===== src/rtl/serial_add.sv =====
// rtl/serial_add.sv - multi-cycle add/subtract unit summing BITS_PER_CYCLE bits per clock
module serial_add #(
    parameter int WIDTH          = 8,
    parameter int BITS_PER_CYCLE = 1
) (
    input  logic             clk,
    input  logic             rst_n,
    input  logic             start,
    input  logic [WIDTH-1:0] a,
    input  logic [WIDTH-1:0] b,
    input  logic             cin,
    input  logic             sub,
    output logic             busy,
    output logic             done,
    output logic [WIDTH-1:0] sum,
    output logic             cout,
    output logic             overflow
);

    localparam int BPC    = BITS_PER_CYCLE;
    localparam int CYCLES = WIDTH / BPC;
    localparam int CNT_W  = (CYCLES > 1) ? $clog2(CYCLES) : 1;

    generate
        if (WIDTH < 2 || BPC < 1 || (WIDTH % BPC) != 0) begin : g_bad_params
            $error("serial_add: WIDTH must be >= 2 and a multiple of BITS_PER_CYCLE");
        end
    endgenerate

    typedef enum logic [1:0] {
        S_IDLE = 2'd0,
        S_RUN  = 2'd1,
        S_DONE = 2'd2
    } state_t;

    state_t           state;
    state_t           state_nxt;
    logic             accept;
    logic             last;

    // Operands shift right by one slice per RUN cycle, so the active slice
    // is always the low BPC bits; the result shifts in from the top and is
    // fully aligned after the final slice.
    logic [WIDTH-1:0] opa;
    logic [WIDTH-1:0] opb;
    logic [WIDTH-1:0] sum_r;
    logic             carry;
    logic [CNT_W-1:0] count;
    logic             cout_r;
    logic             ovf_r;

    logic [BPC-1:0]   slice_a;
    logic [BPC-1:0]   slice_b;
    logic [BPC-1:0]   slice_s;
    logic             slice_c;
    logic             c_into_msb;

    assign last     = (count == CNT_W'(CYCLES - 1));
    assign busy     = (state == S_RUN);
    assign done     = (state == S_DONE);
    assign sum      = sum_r;
    assign cout     = cout_r;
    assign overflow = ovf_r;

    // Ripple slice: adds the current operand slice plus the inter-cycle carry.
    // The carry into the top bit of the slice is recovered from that bit's
    // sum and inputs, which gives the carry into the MSB on the final slice.
    always_comb begin
        slice_a              = opa[BPC-1:0];
        slice_b              = opb[BPC-1:0];
        {slice_c, slice_s}   = {1'b0, slice_a} + {1'b0, slice_b} + {{BPC{1'b0}}, carry};
        c_into_msb           = slice_s[BPC-1] ^ slice_a[BPC-1] ^ slice_b[BPC-1];
    end

    // State register; reset overrides any start on the same edge.
    always_ff @(posedge clk) begin
        if (!rst_n) begin
            state <= S_IDLE;
        end else begin
            state <= state_nxt;
        end
    end

    // Next-state logic; start is only honoured in IDLE or DONE.
    always_comb begin
        state_nxt = state;
        accept    = 1'b0;
        case (state)
            S_IDLE: begin
                if (start) begin
                    accept    = 1'b1;
                    state_nxt = S_RUN;
                end
            end
            S_RUN: begin
                if (last) begin
                    state_nxt = S_DONE;
                end
            end
            S_DONE: begin
                if (start) begin
                    accept    = 1'b1;
                    state_nxt = S_RUN;
                end else begin
                    state_nxt = S_IDLE;
                end
            end
            default: state_nxt = S_IDLE;
        endcase
    end

    // Datapath: capture on accept, one slice per RUN cycle, flags on the last slice.
    // Subtraction is a + ~b + ~borrow, so carry-out reads as "no borrow".
    always_ff @(posedge clk) begin
        if (!rst_n) begin
            opa    <= '0;
            opb    <= '0;
            sum_r  <= '0;
            carry  <= 1'b0;
            count  <= '0;
            cout_r <= 1'b0;
            ovf_r  <= 1'b0;
        end else if (accept) begin
            opa   <= a;
            opb   <= sub ? ~b : b;
            carry <= sub ? ~cin : cin;
            count <= '0;
        end else if (state == S_RUN) begin
            opa   <= opa >> BPC;
            opb   <= opb >> BPC;
            sum_r <= (sum_r >> BPC) | (WIDTH'(slice_s) << (WIDTH - BPC));
            carry <= slice_c;
            if (last) begin
                count  <= '0;
                cout_r <= slice_c;
                ovf_r  <= slice_c ^ c_into_msb;
            end else begin
                count <= count + CNT_W'(1);
            end
        end
    end

endmodule

===== config.mk =====
export PLATFORM = sky130hd
export DESIGN_NAME = serial_add
export DESIGN_NICKNAME = d
export VERILOG_FILES = /design/src/rtl/serial_add.sv
export SDC_FILE = /design/constraint.sdc
export NUM_CORES = 1
export LEC_CHECK = 0
export CAP_MARGIN = 20
export CORE_MARGIN = 4
export CORE_UTILIZATION = 50
export CTS_BUF_LIST = sky130_fd_sc_hd__clkbuf_4
export DETAILED_ROUTE_END_ITERATION = 6
export GPL_ROUTABILITY_DRIVEN = 0
export GPL_TIMING_DRIVEN = 1
export PLACE_DENSITY = 0.79
export SLEW_MARGIN = 20
export SYNTH_ARGS = -nofsm -noshare
export SYNTH_HDL_FRONTEND = slang
export SYNTH_SLANG_ARGS = --single-unit

===== constraint.sdc =====
create_clock -name clk -period 4.2 [get_ports clk]
set_input_delay 0.84 -clock clk [delete_from_list [all_inputs] [get_ports clk]]
set_output_delay 0.84 -clock clk [all_outputs]
set_load 0.005 [all_outputs]

==> results of run 1 <==
where the power goes:
part           leakage [nW]  switching [W]  internal [W]
combinational         0.362      0.0000489     0.0000485
sequential            0.261      0.0000101      0.000318
clock                0.0315      0.0000994     0.0000680
total                 0.655       0.000158      0.000435
cell usage in the layout, fill, tap and decap left out:
master,synthesis,layout
nand2b_2,1,1
dfxtp_1,32,32
a22oi_1,15,15
fa_1,1,1
a21boi_1,24,24
xor2_1,9,9
clkbuf_4,0,6
clkinv_2,0,1
and2b_1,1,1
clkdlybuf4s50_1,0,32
or3_1,1,1
nand2_2,1,1
nand3_2,2,2
o21ai_0,2,2
nand2_1,23,23
mux2i_1,1,1
nand3_1,15,15
nand2b_1,1,1
and3b_1,1,1
nor2b_1,2,1
xnor2_1,3,3
a21boi_2,1,1
inv_4,1,1
a21oi_1,2,2
ha_1,2,2
nor2b_2,0,1
a21oi_2,2,2
and2_1,2,2
cells by family after synthesis:
kind of cell,after synthesis
compound gates,46
simple gates,50
buf+inv,14
flops,32
xor+xnor,12
fa+ha+maj,3
mux,1
final cells by class:
type / instances / area [um2] / share of cell area (%)
clock buffers: 6 / 45.0 / 2.49
flip-flops and latches: 32 / 641 / 35.4
multi-input cells: 112 / 754 / 41.7
inverters: 1 / 6.26 / 0.346
clock inverters: 1 / 5.00 / 0.276
well taps: 31 / 38.8 / 2.14
repair buffers: 32 / 320 / 17.7
flip-flops by register name, indices dropped and copies added (netlist names):
| name | flops |
|---|---|
| overflow | 1 |
| count | 3 |
| opa | 8 |
| sum | 8 |
| carry | 1 |
| opb | 8 |
| cout | 1 |
| state | 2 |
how the worst max path moves through the flow:
stage	end	cells after the start
floorplan	busy	3
global placement	opa[2]$_SDFFE_PN0P_	4
detailed placement	opb[6]$_SDFFE_PN0P_	4
CTS	busy	3
global route	busy	3
finish	busy	3
through the flow:
stage	area (um2)	worst slack [ns]
floorplan	1510	2.62
global placement	1760	1.63
detailed placement	1760	1.51
CTS	1810	1.28
global route	1810	1.14
finish	1810	1.27
cells in the mapped netlist (2+ instances only):
cell      count  share of area [%]
dfxtp_1      32                 42
a21boi_1     24                 12
nand2_1      23                5.7
a22oi_1      15                7.5
nand3_1      15                5.0
xor2_1        9                5.2
buf_4         4                2.0
buf_6         4                3.0
clkbuf_1      3               0.75
xnor2_1       3                1.7
a21oi_1       2               0.66
a21oi_2       2                1.2
and2_1        2               0.83
ha_1          2                1.7
nand3_2       2                1.3
nor2b_1       2               0.83
o21ai_0       2               0.66
layer usage:
metal,GRT usage [%],wire [um],vias to the layer above
li1,-,-,599
met1,17.1,1240,566
met2,27.4,1500,32
met3,4.32,131,5
met4,7.44,43,0
met5,0,0,-
worst min-delay path, stage by stage, from the launching register on:
cell and delay [ns]:
dfxtp_1 0.32, nand2_1 0.05, a21boi_1 0.05
==> summary.md, run 1 <==
| Metric | Value |
|---|---|
| Status | `finished clean` |
| Worst Hold Endpoint | `sum[0]$_SDFFE_PN0P_` |
| Post-synthesis sequential area ratio | `42.4%` |
| Routed WL | `a little under 3 mm` |
| Diodes inserted | `0` |
| H-Tree Depth | `2` |
| DR WL/cell | `13.6 um` |
| Overflow after GRT | `0` |
| Largest net degree at the start of global routing | `32` |
| Final Skew | `0.00776 ns` |
| Worst hold slack | `0.456 ns` |
| Main flop type after synthesis | `dfxtp_1` |
| Total negative slack | `0 ns` |
| Max clock buf depth | `2` |
| Largest family of logic cells by synthesized area | `compound AO/OA/AOI/OAI gates` |
| Synth Area in Simple Gates | `16.6%` |
| Worst Path Arrival | `2.09 ns` |
| Post-synthesis xor/xnor area fraction | `6.96%` |
| Clock slew at reported path FFs | `0.10 ns` |
| Slew margin rel. | `a little over two fifths` |
| Distinct cell type count after synthesis | `29` |
| Final Power | `between 0.0005 and 0.0006 W` |
| Synthesis-stage register bit count | `32` |
| Share of layout cells above drive strength 1 | `roughly 8.7%` |
| Chip width | `~63 um` |
| CP Max Fanout | `31` |
| Worst Min Path Start | `sum[0]$_SDFFE_PN0P_` |
| Endpoints failing setup | `0` |
| Reg2Reg Setup Slack | `2.60 ns` |
| Clk sinks | `32` |
| Drt drc | `0` |
| Adder-cell share of the synthesized area | `~3.0%` |
| 1st-iter DRT viols | `63` |
| Post-CTS resize count | `0` |
| Initial antenna violation count | `0` |
| CP top delay family | `buffers and inverters` |
| Clk_lat worst skew | `0.33 ns` |
| Area grow syn2layout | `19.9%` |
| Core Rows | `19` |
| Total CTS buffers | `5` |
| Worst setup EP type | `primary output` |
| Non-filler instance count after layout | `215` |
| Post-synthesis mux area share | `0.663%` |
| FF-to-FF End | `opb[6]$_SDFFE_PN0P_` |
| Total track usage | `between 15 and 20%` |
| Fillers | `approximately 260` |
| Compound-Gate Fraction of Synth Area | `22.6%` |
| Ys async rst share | `0%` |
| RSZ-0062 raised after global routing | `no` |
| PortBufs | `32` |
| Worst path slowest cell | `clkdlybuf4s50_1` |
| Worst VDD drop | `185 uV` |
| Setup bufs post-CTS | `0` |
| Average cell area after synthesis | `~9.6 um2` |
| Final ANT Viol Nets | `0` |
| Worst path cell trace | `nand2b_2 -> inv_4 -> clkdlybuf4s50_1` |
| Num ports | `33` |
| DIE AREA | `0.00396 mm2` |
| Cells after synthesis | `158` |
| CP Launch Type | `flip-flop` |
| Hold Path Class | `reg2reg` |
| Syn nets | `about 180` |
| Post-CTS Hold Buffers | `0` |
| Worst setup path class | `reg2out` |
| DR vias | `1202` |
| Nets | `between 200 and 250` |
| Final core occ | `between 60 and 70%` |
| Via-per-instance ratio | `around 5.6` |
| Cell leakage power | `0.655 nW` |
| Period minus WS final | `2.93 ns` |
| Power Density | `328 mW/mm2` |
| Hold Path Depth | `2` |
| R2r worst-path depth | `4` |
| DIE HEIGHT | `63.0 um` |
| Highest clock rate | `roughly 340 MHz` |
| Initial Util | `53.4%` |
| Warnings, synthesis | `0` |
| Inst Count DP | `208` |
| EDFF count, synth | `0` |
| CTS tree | `done` |
| First-pass GRT wire length | `4.86 mm` |
| Buffers & Inverters on Critical Path | `2` |
| Vias in the first global route | `1135` |
| Clk root buf | `clkbuf_4` |
| Netlist Area Pre-Place | `0.00151 mm2` |
| Max incr delay on CP | `0.56 ns` |
| Core Box Area | `roughly 0.0028 mm2` |
| Slew Limit Fails | `0` |
| Measured slew at the worst slew-check pin | `0.843 ns` |
| DP HPWL | `slightly above 2 mm` |
| Crit path from | `state[0]$_SDFFE_PN0P_` |
| Final period util | `69.8%` |
| Final Hold Fails | `0` |
| Router iterations before antenna repair | `4` |
| RR Startpoint | `state[0]$_SDFFE_PN0P_` |
| Required time of the critical path | `3.36 ns` |
| Max Cap Viol | `0` |
Note: power is estimated with default switching activity, not from simulation.
==> run 2, diff against run 1 <==
==> constraint.sdc (replaced) <==
create_clock -name clk -period 3.05 [get_ports clk]
set_input_delay 0.61 -clock clk [delete_from_list [all_inputs] [get_ports clk]]
set_output_delay 0.61 -clock clk [all_outputs]
set_load 0.005 [all_outputs]
==> summary.md, run 2 (synthesis gave the netlist of run 1 again) <==
| Metric | Value |
|---|---|
| Chip width | `63.0 um` |
| CP Max Fanout | `26` |
| DIE HEIGHT | `between 60 and 70 um` |
| Period minus WS final | `2.22 ns` |
| Slew Limit Fails | `0` |
| Max clock buf depth | `2` |
| Share of layout cells above drive strength 1 | `a little over 9%` |
| Worst path cell trace | `nand2b_2 -> inv_4 -> clkdlybuf4s50_1` |
| Clock slew at reported path FFs | `approximately 0.090 ns` |
| Setup bufs post-CTS | `0` |
| Initial Util | `53.4%` |
| Post-CTS Hold Buffers | `0` |
| Diodes inserted | `0` |
| CP Launch Type | `flip-flop` |
| Max incr delay on CP | `0.55 ns` |
| Cell leakage power | `0.665 nW` |
| First-pass GRT wire length | `4.75 mm` |
| Vias in the first global route | `between 1000 and 1500` |
| Final Hold Fails | `0` |
| CP top delay family | `buffers and inverters` |
| Clk root buf | `clkbuf_4` |
| Hold Path Class | `reg2reg` |
| Core Box Area | `0.00283 mm2` |
| Most frequent cells in the layout | `32 x dfxtp_1, 32 x clkdlybuf4s50_1, 24 x a21boi_1, 23 x nand2_1` |
| Worst setup EP type | `primary output` |
| Via-per-instance ratio | `5.47` |
| Nets | `210` |
| Router iterations before antenna repair | `4` |
| Worst slack at placement | `0.954 ns` |
| Worst path slowest cell | `clkdlybuf4s50_1` |
| Largest net degree at the start of global routing | `31` |
| Total CTS buffers | `5` |
| RSZ-0062 raised after global routing | `no` |
| Final period util | `72.7%` |
| Area after DPL | `0.00177 mm2` |
| DIE AREA | `0.00396 mm2` |
| Register area | `641 um2` |
| Max Cap Viol | `0` |
| Design area | `0.00183 mm2` |
| Measured slew at the worst slew-check pin | `0.827 ns` |
| Final ANT Viol Nets | `0` |
| Area grow syn2layout | `21.1%` |
| Buffers & Inverters on Critical Path | `2` |
| Worst VDD drop | `293 uV` |
| Total negative slack | `0 ns` |
| 1st-iter DRT viols | `28` |
| DR WL/cell | `12.7 um` |
| DP HPWL | `1.92 mm` |
| Fillers | `between 200 and 250` |
| Routed WL | `2.77 mm` |
| Post-CTS resize count | `0` |
| Final Skew | `0.0108 ns` |
| Highest clock rate | `451 MHz` |
| Area of the multi-input gates | `752 um2` |
| Core Rows | `19` |
| H-Tree Depth | `2` |
| Initial antenna violation count | `0` |
| Worst Path Arrival | `1.61 ns` |
| Overflow after GRT | `0` |
| Power Density | `450 mW/mm2` |
| Slew margin rel. | `44.7%` |
| Required time of the critical path | `2.44 ns` |
| Final worst slack | `0.833 ns` |
| Clk_lat worst skew | `0.32 ns` |
| CTS tree | `done` |
| Clk sinks | `32` |
| Num ports | `33` |
| Drt drc | `0` |
| Status | `finished clean` |
| DR vias | `1193` |
| Total track usage | `approximately 15%` |
| PortBufs | `32` |
| Endpoints failing setup | `0` |
| Worst setup path class | `reg2out` |
[run 2: changes by cell type in the layout (fill, tap and decap cells not counted), sizes merged]
cell and delta:
buf +2, clkbuf +1
[run 2: final cells by class]
| class | instances | share of cell area, % |
|---|---|---|
| inverter | 1 | 0.342 |
| multi-input combinational | 112 | 41.1 |
| timing repair buffer | 34 | 18.3 |
| clock buffer | 7 | 2.87 |
| tap | 31 | 2.12 |
| clock inverter | 1 | 0.205 |
| sequential | 32 | 35.0 |
[run 2: metal layers]
layer / GRT usage, % / up-vias / share of wire (%)
met4: 8.26 / 0 / 2.0
met3: 4.50 / 7 / 4.6
met2: 25.4 / 26 / 50
met5: 0 / - / 0
li1: - / 603 / -
met1: 17.0 / 557 / 44
[run 2: path summary, 6_finish.rpt]
kind,start,to,slack (ns),depth (start not counted)
min reg2reg,sum[0]$_SDFFE_PN0P_,sum[0]$_SDFFE_PN0P_,0.46,2
min,sum[0]$_SDFFE_PN0P_,sum[0]$_SDFFE_PN0P_,0.46,2
max,state[1]$_SDFFE_PN0P_,busy,0.83,3
max reg2reg,state[0]$_SDFFE_PN0P_,state[0]$_SDFFE_PN0P_,1.53,3
[run 2: where the power goes]
part,switching [W],total [W],internal (W),leakage (nW)
clock network,0.000130,0.000236,0.000106,0.0338
registers,0.0000133,0.000451,0.000438,0.261
logic,0.0000666,0.000136,0.0000692,0.371
[run 2: stage by stage]
stage	utilization, %	power [W]	instances	hold WS, ns
2_1_floorplan	-	0.000563	158	0.443
3_3_place_gp	62.7	0.000593	210	0.444
3_5_place_dp	62.7	0.000598	210	0.450
4_1_cts	64.7	0.000832	218	0.463
5_1_grt	64.7	0.000876	218	0.486
6_report	64.7	0.000824	218	0.459
[run 2: worst register-to-register path, stage by stage, from the launching register on]
cell      delay [ns]
dfxtp_1         0.39
nand2b_1        0.63
o21ai_0         0.19
and2_1          0.21
==> run 3, diff against run 2 <==
--- a/config.mk
+++ b/config.mk
@@ -7,12 +7,12 @@
 export LEC_CHECK = 0
 export CAP_MARGIN = 20
 export CORE_MARGIN = 4
-export CORE_UTILIZATION = 50
+export CORE_UTILIZATION = 47
 export CTS_BUF_LIST = sky130_fd_sc_hd__clkbuf_4
 export DETAILED_ROUTE_END_ITERATION = 6
 export GPL_ROUTABILITY_DRIVEN = 0
 export GPL_TIMING_DRIVEN = 1
-export PLACE_DENSITY = 0.79
+export PLACE_DENSITY = 0.78
 export SLEW_MARGIN = 20
 export SYNTH_ARGS = -nofsm -noshare
 export SYNTH_HDL_FRONTEND = slang
==> constraint.sdc (replaced) <==
create_clock -name clk -period 1.8 [get_ports clk]
set_input_delay 0.36 -clock clk [delete_from_list [all_inputs] [get_ports clk]]
set_output_delay 0.36 -clock clk [all_outputs]
set_load 0.005 [all_outputs]
==> summary.md, run 3 (synthesis gave the netlist of run 1 again) <==
| Metric | Value |
|---|---|
| Final Power | `approximately 0.0014 W` |
| Drt drc | `0` |
| Commonest non-fill, non-tap cell in the layout | `clkdlybuf4s50_1` |
| Final period util | `95.0%` |
| Cell leakage power | `about 0.7 nW` |
| Net Sw Frac | `26.8%` |
| Worst VDD drop | `563 uV` |
| DP HPWL | `2.07 mm` |
| Worst setup EP type | `primary output` |
| Area grow syn2layout | `23.8%` |
| Total CTS buffers | `5` |
| Period minus WS final | `1.71 ns` |
| DR WL/cell | `between 10 and 15 um` |
| Post-CTS Hold Buffers | `0` |
| Hold Path Class | `reg2reg` |
| Final Skew | `roughly 0.0076 ns` |
| Worst path slowest cell | `clkdlybuf4s50_1` |
| Clock slew at reported path FFs | `roughly 0.10 ns` |
| Routed WL | `between 2 and 3 mm` |
| Largest net degree at the start of global routing | `31` |
| Nets | `213` |
| Slew Limit Fails | `0` |
| Measured slew at the worst slew-check pin | `0.449 ns` |
| Initial Util | `49.5%` |
| DIE AREA | `0.00418 mm2` |
| Worst hold slack | `0.458 ns` |
| Vias in the first global route | `about 1200` |
| Router iterations before antenna repair | `4` |
| Clk pwr share | `26.9%` |
| First-pass GRT wire length | `5.02 mm` |
| Required time of the critical path | `1.44 ns` |
| Comb power frac | `17.5%` |
| Num ports | `33` |
| Most frequent cells in the layout | `32 x clkdlybuf4s50_1, 31 x dfxtp_1, 24 x a21boi_1, 23 x nand2_1` |
| Initial antenna violation count | `0` |
| Clk sinks | `32` |
| Max incr delay on CP | `0.50 ns` |
| H-Tree Depth | `2` |
| Overflow after GRT | `0` |
| PortBufs | `32` |
| Clk root buf | `clkbuf_4` |
| Endpoints failing setup | `0` |
| Final ANT Viol Nets | `0` |
| Final Hold Fails | `0` |
| Worst Path Arrival | `around 1.4 ns` |
| RSZ-0062 raised after global routing | `no` |
| Highest clock rate | `between 500 and 600 MHz` |
| Share of layout cells above drive strength 1 | `between 10% and 20%` |
| CP Max Fanout | `5` |
| 1st-iter DRT viols | `52` |
| Total track usage | `15.4%` |
| Via-per-instance ratio | `5.09` |
| Slew margin rel. | `70.0%` |
| Fillers | `around 280` |
| Chip width | `64.7 um` |
| Max clock buf depth | `2` |
| Total negative slack | `0 ns` |
| Core Box Area | `0.00305 mm2` |
| Status | `finished clean` |
| Worst path cell trace | `and2b_1 -> clkdlybuf4s50_1` |
| Core Rows | `20` |
| Worst setup path class | `reg2out` |
| DIE HEIGHT | `64.7 um` |
| Clk_lat worst skew | `0.32 ns` |
| P_int | `just over 0.001 W` |
| Sequential share of power | `55.6%` |
| Psw | `0.000370 W` |
| DR vias | `1190` |
| Power Density | `approximately 740 mW/mm2` |
| CTS tree | `done` |
| CP Launch Type | `flip-flop` |
| Diodes inserted | `0` |
| Max Cap Viol | `0` |
==> run 3: cell count changes in the layout (fill, tap and decap cells not counted), sizes merged <==
cell    delta
buf        +3
clkinv     +2
clkbuf     -2
==> run 3: per-layer routing <==
layer  wire, um  up-vias  track usage (%)
met4         26        0             7.92
met1       1280      553             16.2
met3        134        2             4.33
met2       1520       27             28.0
met5          0        -                0
li1           -      608                -
==> run 3: power groups by stage <==
stage	combinational, W	clock [W]	sequential [W]
global placement	0.000234	0	0.000780
global route	0.000267	0.000419	0.000771
finish	0.000241	0.000371	0.000767
detailed placement	0.000242	0	0.000782
CTS	0.000242	0.000385	0.000766
floorplan	0.000178	0	0.000776
==> run 3: cell type report <==
| class | instances | area, um2 | share of cell area [%] |
|---|---|---|---|
| clock inverters | 3 | 13.8 | 0.736 |
| well taps | 44 | 55.1 | 2.95 |
| flip-flops and latches | 32 | 642 | 34.3 |
| repair buffers | 37 | 358 | 19.1 |
| inverters | 1 | 6.26 | 0.335 |
| multi-input cells | 112 | 757 | 40.5 |
| clock buffers | 5 | 37.5 | 2.01 |
==> run 3: stage by stage <==
stage	setup slack [ns]	instance area, um2	instances	utilization (%)
after CTS	0.0274	1860	234	61.0
after floorplan	0.463	1510	158	-
final	0.0898	1870	234	61.2
after global routing	0.0176	1870	234	61.2
after detailed placement	0.124	1810	226	59.3
after global placement	0.178	1810	226	59.3
==> run 3: final timing paths <==
check	from	cells past startpoint	endpoint	slack [ns]
setup / recovery	state[0]$_SDFFE_PN0P_	2	done	0.09
hold / removal	sum[0]$_SDFFE_PN0P_	2	sum[0]$_SDFFE_PN0P_	0.46
setup reg to reg	opa[0]$_SDFFE_PN0P_	4	overflow$_SDFFE_PN0P_	0.37
hold reg to reg	sum[0]$_SDFFE_PN0P_	2	sum[0]$_SDFFE_PN0P_	0.46
==> run 3: repair_timing <==
item                                    in CTS  in global routing
buffers inserted                             0                  0
gates resized for setup                      0                  2
endpoints found under the setup margin       0                  1
==> run 3: critical path, delay by kind of cell, from the launching register on <==
| kind | cells | cell delay [ns] |
|---|---|---|
| buffers and inverters | 1 | 0.50 |
| DFF | 1 | 0.36 |
| and+or+nand+nor | 1 | 0.18 |
